[config.mk]
export PLATFORM = sky130hd
export DESIGN_NAME = tmds_channel_decoder
export DESIGN_NICKNAME = d
export VERILOG_FILES = /design/src/rtl/tmds_channel_decoder_pkg.sv /design/src/rtl/tmds_channel_decoder_word_decode.sv /design/src/rtl/tmds_channel_decoder.sv
export SDC_FILE = /design/constraint.sdc
export NUM_CORES = 1
export LEC_CHECK = 0
export BUFFER_PORTS_ARGS = -buffer_cell sky130_fd_sc_hd__buf_4
export CAP_MARGIN = 10
export CELL_PAD_IN_SITES_DETAIL_PLACEMENT = 1
export CELL_PAD_IN_SITES_GLOBAL_PLACEMENT = 1
export CORE_MARGIN = 2
export CORE_UTILIZATION = 49
export DETAILED_ROUTE_END_ITERATION = 8
export PLACE_DENSITY = 0.82
export SLEW_MARGIN = 15
export SYNTH_ARGS = -nofsm -noshare
export SYNTH_HDL_FRONTEND = slang
export SYNTH_SLANG_ARGS = --single-unit
[constraint.sdc]
create_clock -name clk_pixel -period 3.16 [get_ports clk_pixel]
set_clock_uncertainty 0.05 [all_clocks]
set_input_delay 0.474 -clock clk_pixel [delete_from_list [all_inputs] [get_ports clk_pixel]]
set_output_delay 0.474 -clock clk_pixel [all_outputs]
set_load 0.03 [all_outputs]
[src/rtl/tmds_channel_decoder_pkg.sv]
// Shared definitions for the TMDS receive lane: control tokens, FSM state
// encodings and the decoded-word record passed from the word decoder.
package tmds_channel_decoder_pkg;

  // DVI control tokens, indexed by {C1,C0}; bit 0 is the first bit on the wire
  localparam logic [9:0] TMDS_CTRL_00 = 10'b1101010100;
  localparam logic [9:0] TMDS_CTRL_01 = 10'b0010101011;
  localparam logic [9:0] TMDS_CTRL_10 = 10'b0101010100;
  localparam logic [9:0] TMDS_CTRL_11 = 10'b1010101011;

  // Alignment FSM states
  localparam logic [1:0] ST_SEARCH = 2'd0;
  localparam logic [1:0] ST_SLIP   = 2'd1;
  localparam logic [1:0] ST_WAIT   = 2'd2;
  localparam logic [1:0] ST_LOCKED = 2'd3;

  // Highest legal bit offset into the 20-bit window
  localparam logic [3:0] MAX_OFFSET = 4'd9;

  // Result of decoding one aligned 10-bit word
  typedef struct packed {
    logic       is_token;
    logic       c1;
    logic       c0;
    logic [7:0] data;
  } tmds_dec_t;

  // Undo the transition-minimising stage: d[i] is recovered from q[i]^q[i-1],
  // inverted when the word was XNOR-coded (bit 8 clear).
  function automatic logic [7:0] tmds_unxor(input logic [7:0] q, input logic xor_mode);
    logic [7:0] d;
    d[0] = q[0];
    for (int unsigned i = 1; i < 8; i++) begin
      d[i] = xor_mode ? (q[i] ^ q[i-1]) : ~(q[i] ^ q[i-1]);
    end
    return d;
  endfunction

endpackage

[src/rtl/tmds_channel_decoder_word_decode.sv]
// Combinational decode of one aligned TMDS word into token flag, C1/C0 and
// pixel byte. Data bytes are only meaningful when is_token is clear.
module tmds_word_decode
  import tmds_channel_decoder_pkg::*;
(
  input  logic [9:0] word_i,
  output tmds_dec_t  dec_o
);

  logic [7:0] q;

  // Classify the word as control token or data and recover the byte
  always_comb begin
    dec_o = '0;
    q     = word_i[9] ? ~word_i[7:0] : word_i[7:0];
    case (word_i)
      TMDS_CTRL_00: begin dec_o.is_token = 1'b1; dec_o.c1 = 1'b0; dec_o.c0 = 1'b0; end
      TMDS_CTRL_01: begin dec_o.is_token = 1'b1; dec_o.c1 = 1'b0; dec_o.c0 = 1'b1; end
      TMDS_CTRL_10: begin dec_o.is_token = 1'b1; dec_o.c1 = 1'b1; dec_o.c0 = 1'b0; end
      TMDS_CTRL_11: begin dec_o.is_token = 1'b1; dec_o.c1 = 1'b1; dec_o.c0 = 1'b1; end
      default:      dec_o.data = tmds_unxor(q, word_i[8]);
    endcase
  end

endmodule

[src/rtl/tmds_channel_decoder.sv]
// One TMDS receive lane: recovers word alignment from control tokens by
// slipping a bit offset through a two-word window, then decodes each aligned
// word to pixel byte, C0/C1 and DE. Outputs are forced to zero until locked.
module tmds_channel_decoder
  import tmds_channel_decoder_pkg::*;
#(
  parameter int C_lock_tokens   = 8,
  parameter int C_search_cycles = 2048,
  parameter int C_slip_wait     = 4
) (
  input  logic       clk_pixel,
  input  logic       reset,
  input  logic [9:0] in_word,
  output logic [7:0] out_data,
  output logic       out_c0,
  output logic       out_c1,
  output logic       out_de,
  output logic       out_locked,
  output logic [3:0] out_bitslip
);

  // The timer doubles as the settle counter in WAIT, so size it for the larger
  localparam int TMR_MAX = (C_search_cycles > C_slip_wait) ? C_search_cycles : C_slip_wait;
  localparam int TW      = $clog2(TMR_MAX + 1);
  localparam int LW      = $clog2(C_lock_tokens + 1);

  localparam logic [TW-1:0] SEARCH_N = TW'(C_search_cycles);
  localparam logic [TW-1:0] WAIT_N   = TW'(C_slip_wait);
  localparam logic [LW-1:0] LOCK_N   = LW'(C_lock_tokens);

  logic [9:0]    prev_q;
  logic [9:0]    aligned_q;
  logic [19:0]   win_shift;
  logic [9:0]    aligned_d;

  logic [1:0]    state_q,  state_d;
  logic [3:0]    offset_q, offset_d;
  logic [TW-1:0] timer_q,  timer_d;
  logic [LW-1:0] tok_q,    tok_d;
  logic [TW-1:0] timer_inc;
  logic [LW-1:0] tok_inc;

  logic [7:0]    data_q, data_d;
  logic          c0_q,   c0_d;
  logic          c1_q,   c1_d;
  logic          de_q,   de_d;

  tmds_dec_t     dec;

  // Select the 10 bits starting at the current offset from {in_word, prev_word}
  always_comb begin
    win_shift = {in_word, prev_q} >> offset_q;
    aligned_d = win_shift[9:0];
  end

  tmds_word_decode u_word_decode (
    .word_i (aligned_q),
    .dec_o  (dec)
  );

  // Alignment FSM: count tokens to lock, slip the offset when none are seen
  always_comb begin
    state_d   = state_q;
    offset_d  = offset_q;
    timer_d   = timer_q;
    tok_d     = tok_q;
    timer_inc = timer_q + TW'(1);
    tok_inc   = tok_q + LW'(1);
    case (state_q)
      ST_SEARCH: begin
        timer_d = timer_inc;
        tok_d   = dec.is_token ? tok_inc : '0;
        // Lock wins over a slip that expires in the same cycle
        if (dec.is_token && (tok_inc >= LOCK_N)) begin
          state_d = ST_LOCKED;
          timer_d = '0;
          tok_d   = '0;
        end else if (timer_inc >= SEARCH_N) begin
          state_d = ST_SLIP;
          timer_d = '0;
          tok_d   = '0;
        end
      end
      ST_SLIP: begin
        offset_d = (offset_q >= MAX_OFFSET) ? '0 : offset_q + 4'd1;
        timer_d  = '0;
        tok_d    = '0;
        state_d  = ST_WAIT;
      end
      ST_WAIT: begin
        timer_d = timer_inc;
        if (timer_inc >= WAIT_N) begin
          state_d = ST_SEARCH;
          timer_d = '0;
          tok_d   = '0;
        end
      end
      ST_LOCKED: begin
        timer_d = dec.is_token ? '0 : timer_inc;
        if (!dec.is_token && (timer_inc >= SEARCH_N)) begin
          state_d = ST_SEARCH;
          timer_d = '0;
          tok_d   = '0;
        end
      end
      default: begin
        state_d = ST_SEARCH;
        timer_d = '0;
        tok_d   = '0;
      end
    endcase
  end

  // Output word: gated on the next state so outputs and out_locked move together
  always_comb begin
    data_d = '0;
    de_d   = 1'b0;
    c0_d   = 1'b0;
    c1_d   = 1'b0;
    if (state_d == ST_LOCKED) begin
      if (dec.is_token) begin
        c0_d = dec.c0;
        c1_d = dec.c1;
      end else begin
        de_d   = 1'b1;
        data_d = dec.data;
        c0_d   = c0_q;
        c1_d   = c1_q;
      end
    end
  end

  // Window, FSM and output registers with synchronous reset
  always_ff @(posedge clk_pixel) begin
    if (reset) begin
      prev_q    <= '0;
      aligned_q <= '0;
      state_q   <= ST_SEARCH;
      offset_q  <= '0;
      timer_q   <= '0;
      tok_q     <= '0;
      data_q    <= '0;
      de_q      <= 1'b0;
      c0_q      <= 1'b0;
      c1_q      <= 1'b0;
    end else begin
      prev_q    <= in_word;
      aligned_q <= aligned_d;
      state_q   <= state_d;
      offset_q  <= offset_d;
      timer_q   <= timer_d;
      tok_q     <= tok_d;
      data_q    <= data_d;
      de_q      <= de_d;
      c0_q      <= c0_d;
      c1_q      <= c1_d;
    end
  end

  assign out_data    = data_q;
  assign out_de      = de_q;
  assign out_c0      = c0_q;
  assign out_c1      = c1_q;
  assign out_locked  = (state_q == ST_LOCKED);
  assign out_bitslip = offset_q;

endmodule

; ---- After elaboration in Yosys (flattened, before gate mapping)
; Cells that the tools add are included.
[word_totals]
ff_bits = 53
wordCells = 79
rom_bits = 0
inputBits = 12
latchBits = 0
output_inout_bits = 16
mem_count = 0
mem_bits_rw = 0
[op_classes]
magnitude_cmp = 4
muxes = 28
n_shift = 1
mul = 0
n_reduce_logical = 7
addsub = 3
bitwise_logic = 16
div = 0
eq_ne = 10
[op_table]
columns = op, count
row1 = 12-bit two-way mux, 5
row2 = 12-bit case mux with 4 select lines, 1
row3 = 4-bit two-way mux, 6
row4 = 10-bit == test (second input constant), 2
row5 = 20-bit by 4-bit right shift with 10-bit output, 1
row6 = 4-bit case mux with 4 select lines, 1
row7 = 12-bit by 1-bit adder with 12-bit output (second input constant), 1
row8 = 12-bit greater-or-equal comparator (second input constant), 1
row9 = 12-bit by 3-bit greater-or-equal comparator with 1-bit output (second input constant), 1
row10 = 3-bit case mux with 4 select lines, 1
row11 = 10-bit by 8-bit == test with 1-bit output (second input constant), 1
row12 = 10-bit by 9-bit == test with 1-bit output (second input constant), 1
row13 = 4-bit by 1-bit adder with 4-bit output (second input constant), 2
row14 = 4-bit greater-or-equal comparator (second input constant), 2
row15 = 1-bit two-way mux, 8
row16 = 2-bit two-way mux, 4
row17 = 8-bit two-way mux, 1
row18 = 1-bit NOT, 8
row19 = 8-bit NOT, 1
row20 = 2-bit case mux with 4 select lines, 1
row21 = 7-bit OR reduction, 1
row22 = 1-bit XOR, 7
row23 = 2-bit == test (second input constant), 3
row24 = 2-bit by 1-bit == test with 1-bit output (second input constant), 1
row25 = other kinds (7), 8

; ---- Depth between registers and ports, before layout
[depth]
ltp_word = 9
mapped_depth = 8
depth_no_buf = 7

; ---- Modules after synthesis
; A second synthesis with hierarchy kept.
[unflattened]
cells_unflattened = 346
area_unflattened_um2 = 3062.9
[modules_own_cells]
columns = mod, area_each_um2, n_inst, cells_each, seq_area_each_um2
row1 = tmds_channel_decoder, 2705.1, 1, 297, 1061.0
row2 = tmds_word_decode, 357.8, 1, 49, 0.0

; ---- Worst setup path before layout
; No wires, ideal clock.
[synth_path]
path_kind = flip-flop to flip-flop
startpoint = reg offset_q[1] (netlist: out_bitslip[1])
endpoint = reg aligned_q[3]
arrival_ns = 1.861
required_ns = 2.971
setup_slack_ns = 1.110
path_stages_with_launch = 8
setup_time_ns = 0.139
path_buffers = 2
period_less_slack_ns = 2.050
path_cell_list = dfxtp_1 -> buf_2 -> buf_2 -> mux2_2 -> o21ai_0 -> nor2_1 -> a311oi_1 -> a211oi_1
[synth_between]
elab_chain_cells = 1
[synth_rtl]
columns = element, line
row1 = "start, declared", tmds_channel_decoder.sv:37  ; logic [3:0] offset_q, offset_d;
row2 = "start signal, assigned", tmds_channel_decoder.sv:150  ; offset_q <= offset_d;
row3 = 20-bit by 4-bit right shift with 10-bit output, tmds_channel_decoder.sv:52  ; win_shift = {in_word, prev_q} >> offset_q;
row4 = "end signal, assigned", tmds_channel_decoder.sv:148  ; aligned_q <= aligned_d;
row5 = "end, declared", tmds_channel_decoder.sv:32  ; logic [9:0] aligned_q;
; No other way between the ends.
; A chain may end at the register's enable or synchronous reset.

; ---- Worst setup path after layout
[layout_path]
startpoint = reg offset_q[1] (netlist: out_bitslip[1])
endpoint = reg aligned_q[4]
; The elaborated chain is that of the path after synthesis.

==> flow_summary.json <==
{
  "status": "finished, final reports clean",
  "cts_hold_buffers": 0,
  "r2r-start": "out_bitslip[1]",
  "synthTopCellsByArea": "dfxtp_1, mux2i_1, xnor2_1",
  "dieArea_sq_um": 6770,
  "synth_commonest_cells": "dfxtp_1, nor2_1, mux2i_1, nand2_1, xnor2_1",
  "ys_seq_area_share_pct": 35.3,
  "synth_adder_area_share_pct": 2.50,
  "synth_cell_types": 58,
  "combPwrFrac_pct": 16.1,
  "cp_max_fo": 16,
  "nNetsFinal": 347,
  "synth-edff-count": 0,
  "wl_per_cell_um": 15.8,
  "synth_simple_gate_area_share_pct": 21.6,
  "timing.final.max_slew_violations": 0,
  "start_util_pct": 50.7,
  "sw_frac_of_total_pct": 28.5,
  "p_total_mw": 1.33,
  "fp.dieH_um": 82.3,
  "final_cells": 405,
  "p_seq_share_pct": 54.9,
  "worstHoldStart": "in_word[6]",
  "startpoint": "out_bitslip[1]",
  "final_area_sq_um": 3230,
  "vias_per_cell": 5.55,
  "worst_pin_slew_ps": 772,
  "endpoint_kind": "register",
  "slowest_delay_ps": 730,
  "yosys_most_used_dff": "dfxtp_1",
  "dpl.hpwl_um": 4780,
  "syn-num-nets": 335,
  "path_cells": "buf_4, mux2i_1, mux2i_1, mux4_2, nor2b_1",
  "cellLeakagePower_nw": 1.33,
  "synth_mux_area_share_pct": 12.4,
  "critical_path_required_ps": 3300,
  "drive_gt1_share_pct": 19.4,
  "netlist_instances": 317,
  "routed_wl_um": 6420,
  "startpoint_type": "register",
  "setup_viol": 0,
  "yosys.area_share.xor_xnor_pct": 9.09,
  "clk_path_buf_depth": 2,
  "grt_antenna_before_repair": 0,
  "syn_area_sq_um": 3000,
  "syn_area_per_cell_sq_um": 9.47,
  "dpl-instance-area_sq_um": 3140,
  "yosys.area.top_type_share_pct": 35.3,
  "max_cap_violations": 0,
  "grt_pass1_wl_um": 10400,
  "ctsResizeCount": 0,
  "clkSlewWorstSetupHoldPaths_ps": 100,
  "route.antenna.remaining_nets": 0,
  "grt_max_degree": 39,
  "grt_pass1_vias": 2108,
  "maxSlewHeadroom_pct": 48.5,
  "vias": 2249,
  "irDropWorstVdd_mv": 0.178,
  "num_rows": 28,
  "criticalPathCategory": "reg -> reg",
  "gr-usage-all-layers_pct": 20.0,
  "fin_crit_sh_pct": 71.1,
  "ys_ff_latch": 53,
  "rrSetupSlack_ps": 910,
  "synth.largest_area_cell": "dfxtp_1",
  "internal_power_mw": 0.949,
  "timing.final.crit_period_ps": 2250,
  "area_delta_synth_final_pct": 7.59,
  "num_antenna_cells": 0,
  "synth_most_common_cell": "dfxtp_1",
  "hold_ws_ps": 339,
  "cts.htree.levels": 2,
  "power.switching_mw": 0.378,
  "hold_violations": 0,
  "post_cts_buffers": 0,
  "rsz0062_at_grt": "false",
  "ioPinCount": 28,
  "cts_tree": "built",
  "die-width_um": 82.3,
  "gp_congestion": 0.824,
  "firstDrtPassIters": 6,
  "ys_async_sr_fraction_pct": 0,
  "synth_compound_area_share_pct": 12.6,
  "clock_latency_ps": 320,
  "cts_root_buf": "clkbuf_8",
  "drt_iter0_markers": 43,
  "core-area_sq_um": 5920,
  "arrival_ps": 2390,
  "hold_path.class": "in -> reg",
  "fillers": 684,
  "cts_buffers": 5,
  "slowest_stage": "dfxtp_1",
  "port-buffer-count": 27,
  "power.density_nw_per_um2": 411,
  "yosysWarnings": 0,
  "drc": 0,
  "clock_sinks": 53,
  "clkPwrFrac_pct": 29.0,
  "crit_top_cell": "mux2i_1",
  "fmax_mhz": 445,
  "synth_top_family_by_area": "simple AND/OR/NAND/NOR gates",
  "fin_setup_tns_ps": 0,
  "place_inst": 397,
  "grt_overflow": 0
}
## through the flow
stage / worst slack, ps / utilization (%)
after global placement: 998 / 53.1
after CTS: 905 / 54.5
after floorplan: 1110 / -
after detailed placement: 905 / 53.1
final: 914 / 54.5
after global routing: 738 / 54.5
## cell usage in the layout, fill, tap and decap left out, drive strengths merged, types with 7 or more instances in the layout
cell	n
dfxtp	53
mux2i	26
nand3	10
inv	7
nor2b	16
a21oi	10
buf	28
xnor2	21
nand2	21
nor2	32
a211oi	11
xor2	8
nor3	12
## power by group through the flow
stage | Sequential [mW] | Combinational [mW] | Clock [mW]
detailed placement | 0.744 | 0.214 | 0
floorplan | 0.732 | 0.173 | 0
global route | 0.733 | 0.239 | 0.423
finish | 0.728 | 0.214 | 0.385
global placement | 0.743 | 0.208 | 0
CTS | 0.729 | 0.216 | 0.401
## area by class of cell
type,count,area (sq um),share of cell area [%]
clock inverters,3,17.5,0.542
multi-input cells,234,1750,54.2
flip-flops and latches,53,1060,32.9
well taps,75,93.8,2.91
inverters,7,26.3,0.814
clock buffers,5,68.8,2.13
repair buffers,28,210,6.51
## worst max-delay path, delay by kind of cell (launching register included)
family	cells	cell delay [ps]
buffers and inverters	1	320
multiplexers	3	880
flip-flops	1	730
AND/OR/NAND/NOR	1	140
## state kept, by name, indices dropped and copies added, names as in the netlist
register     flops
tok_q            4
out_c0           1
aligned_q       10
state_q          2
out_c1           1
out_de           1
out_bitslip      4
prev_q          10
timer_q         12
out_data         8
## cells by family (layout without fill, tap and decap cells)
logic type                 after synthesis  count (layout)
xor gates and xnor gates                29              29
adders and majority gates                6               6
DFF                                     53              53
buffers and inverters                   30              43
AOI/OAI and AO/OA                       49              49
muxes                                   34              34
and+or+nand+nor                        115             115
other                                    1               1
## final timing paths
kind | end | cells after the start
max | aligned_q[4] | 5
min | prev_q[6] | 2
max reg2reg | aligned_q[4] | 5
min reg2reg | out_c0 | 2
## routing by layer
metal | GRT usage [%] | share of wire (%) | routed length [um] | vias up
met1 | 25.7 | 48 | 3100 | 1079
met2 | 33.9 | 47 | 3040 | 29
met4 | 6.50 | 1.4 | 89 | 0
met5 | 0 | 0 | 0 | -
met3 | 3.48 | 2.8 | 181 | 8
li1 | - | - | - | 1133
(Power assumes the default switching activity.)
